File: config.mk
export PLATFORM = sky130hd
export DESIGN_NAME = cdb_arbiter
export DESIGN_NICKNAME = d
export VERILOG_FILES = /design/src/rtl/cdb_arbiter.sv
export SDC_FILE = /design/constraint.sdc
export NUM_CORES = 1
export LEC_CHECK = 0
export CAP_MARGIN = 10
export CORE_MARGIN = 2
export CORE_UTILIZATION = 51
export DETAILED_ROUTE_END_ITERATION = 8
export PLACE_DENSITY = 0.82
export SETUP_SLACK_MARGIN = 0.1
export SLEW_MARGIN = 20
export SYNTH_ARGS = -nofsm -noshare
export SYNTH_HDL_FRONTEND = slang
export SYNTH_SLANG_ARGS = --single-unit
File: constraint.sdc
create_clock -name clock -period 4.4 [get_ports clock]
set_clock_uncertainty 0.1 [all_clocks]
set_input_delay 0.44 -clock clock [delete_from_list [all_inputs] [get_ports clock]]
set_output_delay 0.44 -clock clock [all_outputs]
set_load 0.01 [all_outputs]
File: src/rtl/cdb_arbiter.sv
// cdb_arbiter: shares one registered Common Data Bus among NUM_FU functional units.
//
// Each FU result is captured into a one-entry holding buffer. Every cycle one buffered
// result is picked (round-robin starting at rr_ptr) and registered onto the CDB.
// A buffer that is being granted can take a new result on the same edge.
//
// Build option: define CDB_FIXED_PRIORITY_EN to replace round-robin with fixed
// lowest-index-wins priority (rr_ptr is removed). Ports and latency are unchanged.
//
// Ports:
//   clock, reset_n      clock and asynchronous active-low reset
//   fu_valid/tag/value  per-FU result offer (slice i belongs to FU i)
//   fu_ready            per-FU buffer can accept this cycle (not a function of fu_valid)
//   flush               squash all buffered results and the next CDB beat
//   cdb_valid/tag/value registered CDB broadcast
//   cdb_grant           one-hot source FU of the current CDB beat, 0 when idle
module cdb_arbiter #(
    parameter int unsigned NUM_FU = 4,
    parameter int unsigned TAG_W  = 2,
    parameter int unsigned XLEN   = 32
) (
    input  logic                    clock,
    input  logic                    reset_n,
    input  logic [NUM_FU-1:0]       fu_valid,
    input  logic [NUM_FU*TAG_W-1:0] fu_tag,
    input  logic [NUM_FU*XLEN-1:0]  fu_value,
    output logic [NUM_FU-1:0]       fu_ready,
    input  logic                    flush,
    output logic                    cdb_valid,
    output logic [TAG_W-1:0]        cdb_tag,
    output logic [XLEN-1:0]         cdb_value,
    output logic [NUM_FU-1:0]       cdb_grant
);

    localparam int unsigned IdxW = $clog2(NUM_FU);

    logic [NUM_FU-1:0]            buf_valid_q, buf_valid_d;
    logic [NUM_FU-1:0][TAG_W-1:0] buf_tag_q, buf_tag_d;
    logic [NUM_FU-1:0][XLEN-1:0]  buf_value_q, buf_value_d;

    logic              cdb_valid_q, cdb_valid_d;
    logic [TAG_W-1:0]  cdb_tag_q, cdb_tag_d;
    logic [XLEN-1:0]   cdb_value_q, cdb_value_d;
    logic [NUM_FU-1:0] cdb_grant_q, cdb_grant_d;

    logic [NUM_FU-1:0] win;
    logic [IdxW-1:0]   win_idx;
    logic              broadcast;

`ifdef CDB_FIXED_PRIORITY_EN
    // Scan from the top so the lowest valid index is the last (winning) assignment.
    always_comb begin
        win     = '0;
        win_idx = '0;
        for (int i = NUM_FU - 1; i >= 0; i--) begin
            if (buf_valid_q[i]) begin
                win     = '0;
                win[i]  = 1'b1;
                win_idx = IdxW'(i);
            end
        end
    end
`else
    logic [IdxW-1:0] rr_ptr_q, rr_ptr_d;
    logic [IdxW:0]   scan_idx;
    logic [IdxW:0]   rr_next;

    // Scan offsets from farthest to nearest so the buffer closest to rr_ptr wins.
    always_comb begin
        win      = '0;
        win_idx  = '0;
        scan_idx = '0;
        for (int k = NUM_FU - 1; k >= 0; k--) begin
            scan_idx = {1'b0, rr_ptr_q} + (IdxW + 1)'(k);
            if (scan_idx >= (IdxW + 1)'(NUM_FU)) begin
                scan_idx = scan_idx - (IdxW + 1)'(NUM_FU);
            end
            if (buf_valid_q[scan_idx[IdxW-1:0]]) begin
                win                      = '0;
                win[scan_idx[IdxW-1:0]]  = 1'b1;
                win_idx                  = scan_idx[IdxW-1:0];
            end
        end
    end

    always_comb begin
        rr_next = {1'b0, win_idx} + (IdxW + 1)'(1);
        if (rr_next >= (IdxW + 1)'(NUM_FU)) begin
            rr_next = '0;
        end
        rr_ptr_d = rr_ptr_q;
        if (flush) begin
            rr_ptr_d = '0;
        end else if (|win) begin
            rr_ptr_d = rr_next[IdxW-1:0];
        end
    end

    always_ff @(posedge clock or negedge reset_n) begin
        if (!reset_n) begin
            rr_ptr_q <= '0;
        end else begin
            rr_ptr_q <= rr_ptr_d;
        end
    end
`endif

    // A granted buffer frees up on this edge, so it may be refilled at the same time.
    assign fu_ready  = ~buf_valid_q | win;
    assign broadcast = (|win) && !flush;

    always_comb begin
        buf_valid_d = buf_valid_q & ~win;
        buf_tag_d   = buf_tag_q;
        buf_value_d = buf_value_q;
        for (int i = 0; i < NUM_FU; i++) begin
            if (fu_valid[i] && fu_ready[i] && !flush) begin
                buf_valid_d[i] = 1'b1;
                buf_tag_d[i]   = fu_tag[i*TAG_W +: TAG_W];
                buf_value_d[i] = fu_value[i*XLEN +: XLEN];
            end
        end
        if (flush) begin
            buf_valid_d = '0;
        end

        cdb_valid_d = broadcast;
        cdb_grant_d = broadcast ? win : '0;
        cdb_tag_d   = cdb_tag_q;
        cdb_value_d = cdb_value_q;
        if (broadcast) begin
            cdb_tag_d   = buf_tag_q[win_idx];
            cdb_value_d = buf_value_q[win_idx];
        end
    end

    always_ff @(posedge clock or negedge reset_n) begin
        if (!reset_n) begin
            buf_valid_q <= '0;
            buf_tag_q   <= '0;
            buf_value_q <= '0;
            cdb_valid_q <= 1'b0;
            cdb_tag_q   <= '0;
            cdb_value_q <= '0;
            cdb_grant_q <= '0;
        end else begin
            buf_valid_q <= buf_valid_d;
            buf_tag_q   <= buf_tag_d;
            buf_value_q <= buf_value_d;
            cdb_valid_q <= cdb_valid_d;
            cdb_tag_q   <= cdb_tag_d;
            cdb_value_q <= cdb_value_d;
            cdb_grant_q <= cdb_grant_d;
        end
    end

    assign cdb_valid = cdb_valid_q;
    assign cdb_tag   = cdb_tag_q;
    assign cdb_value = cdb_value_q;
    assign cdb_grant = cdb_grant_q;

endmodule

==> flow_metrics.py <==
metrics = {
    "run_status": {
        "status": "finished, final reports clean",
    },
    "pwr": {
        "peakVddDrop_mv": 0.368,
        "p_sw_mw": 2.33,
        "p_int_mw": 5.41,
        "power_frac_comb": 0.439,
        "powerDensity_mw_per_mm2": 702,
        "power_frac_clock": 0.213,
        "p_leak_nw": 4.63,
        "swShare": 0.301,
        "pwr-share-seq": 0.347,
    },
    "sta": {
        "slew_viol_final": 0,
        "hold_violations": 0,
        "min_period_ns": 3.96,
        "slew_headroom": 0.360,
        "fin_crit_sh": 0.899,
        "fmax_mhz": 253,
        "rsz0062_at_grt": "false",
        "setup_viol": 0,
        "worst_slew_pin_slew_ns": 0.960,
        "whs_ns": 0.00760,
        "setup_tns_ns": 0,
    },
    "clocking": {
        "worst_skew_pair.late_latency_ns": 0.43,
        "cts_hold_buf": 0,
        "cts_sinks": 181,
        "clockBufferDepth": 2,
        "cts_tree": "done",
        "h-tree-depth": 4,
        "cts-root-buf": "clkbuf_16",
        "cts_buffers": 17,
        "post-cts-setup-buffer-count": 0,
        "clkTransAtPathRegs_ns": 0.07,
    },
    "global_route": {
        "grt_max_degree": 108,
        "grt_pass1_wl_um": 32000,
        "overflow": 0,
        "grt_pass1_vias": 5826,
        "grt_usage": 0.241,
        "antenna_found_initial": 0,
    },
    "synthesis": {
        "synthCells": 493,
        "synthesis.area_mm2": 0.00836,
        "synth_flop_cell": "dfrtp_1",
        "synth.top_cells.by_count": "dfrtp_1 (181), mux2_2 (84), mux2_4 (59)",
        "synth_area_leader_cell": "dfrtp_1",
        "synth_edf_count": 0,
        "yosys_warnings": 0,
        "synth-seq-cells": 181,
        "synth_async_sr_flop_share": 1.00,
        "syn_avg_cell_area_um2": 16.9,
        "syn_nets": 644,
        "synth_top_area_share": 0.542,
        "yosysMostFrequentCell": "dfrtp_1",
        "seq_area_frac_synth": 0.542,
        "synthTopCellsByArea": "dfrtp_1 (54%), mux2_2 (11%), mux2_4 (11%), mux4_2 (9.7%), mux2_1 (4.0%)",
        "yosysUniqueCellTypes": 38,
    },
    "final_layout": {
        "syn2layout_area_growth_pct": 31.9,
        "antennaDiodeCount": 0,
        "final_net_count": 838,
        "drive_gt1_frac": 0.340,
        "fin_area_mm2": 0.0110,
        "multi_input_area_mm2": 0.00356,
        "layout.cells.non_filler": 915,
        "nFillCells": 1058,
        "seq_area_mm2": 0.00453,
    },
    "setup_path": {
        "rrSetupSlack_ns": 0.57,
        "path_buf_inv": 2,
        "worst-path-stages": 8,
        "critPathLaunchType": "flop",
        "cp.arrival_ns": 3.42,
        "path_max_fanout": 13,
        "cp_top_family": "buffers and inverters",
        "critPathLaunch": "rr_ptr_q[0]",
        "r2r-start": "rr_ptr_q[0]",
        "reg2reg_depth": 10,
        "path_class": "flop to output pin",
        "cp-end-kind": "output pin",
        "critical_path.cell_chain": "inv_1, ha_1, mux4_2, nor2b_4, nand3_1, a41oi_1, or2b_1, clkdlybuf4s50_1",
        "cp_data_required_time_ns": 3.86,
        "cp_slowest_stage_delay_ns": 0.55,
        "crit_slowest_cell": "dfrtp_2",
    },
    "floorplanning": {
        "die_width_um": 132,
        "core_mm2": 0.0159,
        "dieArea_mm2": 0.0174,
        "rows": 46,
        "io_pins": 186,
        "die_h_um": 132,
        "start_util": 0.524,
    },
    "drt": {
        "vias": 5027,
        "via_per_inst": 5.49,
        "wirelength_um": 19800,
        "drt_iter0_markers": 287,
        "wl_per_cell_um": 21.7,
        "drt_pass1_iterations": 4,
        "ant_nets": 0,
        "drc": 0,
    },
    "placed_design": {
        "placed_area_mm2": 0.0104,
        "place.gp.congestion": 0.888,
        "portBuffers": 185,
        "placedCellCount": 884,
        "dpl.hpwl_um": 13600,
    },
    "hold_path": {
        "hp-class": "input port to async pin",
    },
    "job": {
        "max_cap_violations": 0,
    },
}
-- power by group through the flow --
stage / combinational, mW / sequential [mW] / clock [mW]
after floorplan: 2.35 / 2.65 / 0
after global routing: 3.62 / 2.77 / 1.76
final: 3.40 / 2.69 / 1.65
after CTS: 3.43 / 2.69 / 1.67
after detailed placement: 3.41 / 2.70 / 0
after global placement: 3.29 / 2.66 / 0
-- per-layer routing --
layer / vias to the layer above / track usage / part of all wire
li1: 2201 / - / -
met1: 2596 / 0.317 / 0.43
met2: 193 / 0.397 / 0.49
met3: 37 / 0.0638 / 0.063
met4: 0 / 0.0652 / 0.017
met5: - / 0 / 0
-- final cells by class --
type | count | share of cell area
clock inverters | 10 | 0.0153
well taps | 216 | 0.0245
multi-input cells | 278 | 0.323
clock buffers | 21 | 0.0427
inverters | 9 | 0.00306
repair buffers | 200 | 0.181
flip-flops and latches | 181 | 0.411
-- per-stage QoR --
stage	total power, mW	setup WS (ns)	utilization
2_1_floorplan	5.01	1.04	-
3_3_place_gp	5.95	0.564	0.651
3_5_place_dp	6.12	0.390	0.651
4_1_cts	7.79	0.248	0.691
5_1_grt	8.14	0.282	0.691
6_report	7.74	0.444	0.691
-- sequential cells by signal (all words and copies together), names as in the netlist --
| name | count |
|---|---|
| cdb_grant | 4 |
| buf_tag_q | 8 |
| cdb_valid | 1 |
| rr_ptr_q | 2 |
| buf_value_q | 128 |
| buf_valid_q | 4 |
| cdb_value | 32 |
| cdb_tag | 2 |
-- cell families after synthesis --
group,count (synthesis),share of synthesized area
compound gates,24,0.0208
flops,181,0.542
fa+ha+maj,8,0.0120
buf+inv,34,0.0343
mux,213,0.361
xor+xnor,1,0.00105
simple gates,32,0.0283
-- final timing paths --
kind                              endpoint
max in group asynchronous  buf_value_q[43]
min                        buf_value_q[71]
max reg2reg                   cdb_value[0]
min in group clock         buf_value_q[67]
max                            fu_ready[3]
min reg2reg                buf_value_q[67]
-- timing repair --
| item | CTS | global route |
|---|---|---|
| endpoints found under the hold margin | 0 | 0 |
| gates resized for setup | 0 | 1 |
| setup endpoints to repair | 0 | 4 |
-- cell usage in the layout (no fill, tap or decap), types with 2 or more instances in the layout --
| cell type | synthesis | routed |
|---|---|---|
| ha_1 | 8 | 8 |
| mux2i_1 | 4 | 4 |
| nor3b_4 | 4 | 4 |
| mux4_2 | 36 | 36 |
| inv_1 | 9 | 9 |
| clkdlybuf4s50_1 | 0 | 184 |
| nand3_1 | 3 | 3 |
| a41oi_2 | 2 | 2 |
| a41oi_1 | 2 | 2 |
| buf_12 | 3 | 2 |
| buf_4 | 3 | 13 |
| o21ai_0 | 5 | 5 |
| clkbuf_16 | 0 | 17 |
| clkinvlp_4 | 0 | 2 |
| a21oi_1 | 5 | 5 |
| mux2_1 | 30 | 30 |
| nor2_1 | 10 | 10 |
| mux2_4 | 59 | 59 |
| nor2b_1 | 5 | 5 |
| inv_6 | 0 | 2 |
| o21ai_4 | 0 | 2 |
| o211ai_1 | 5 | 5 |
| dfrtp_1 | 181 | 180 |
| or2b_1 | 2 | 2 |
| bufinv_16 | 0 | 4 |
| clkbuf_8 | 0 | 3 |
| mux2_2 | 84 | 84 |
Power figures use the tool's default switching activity.
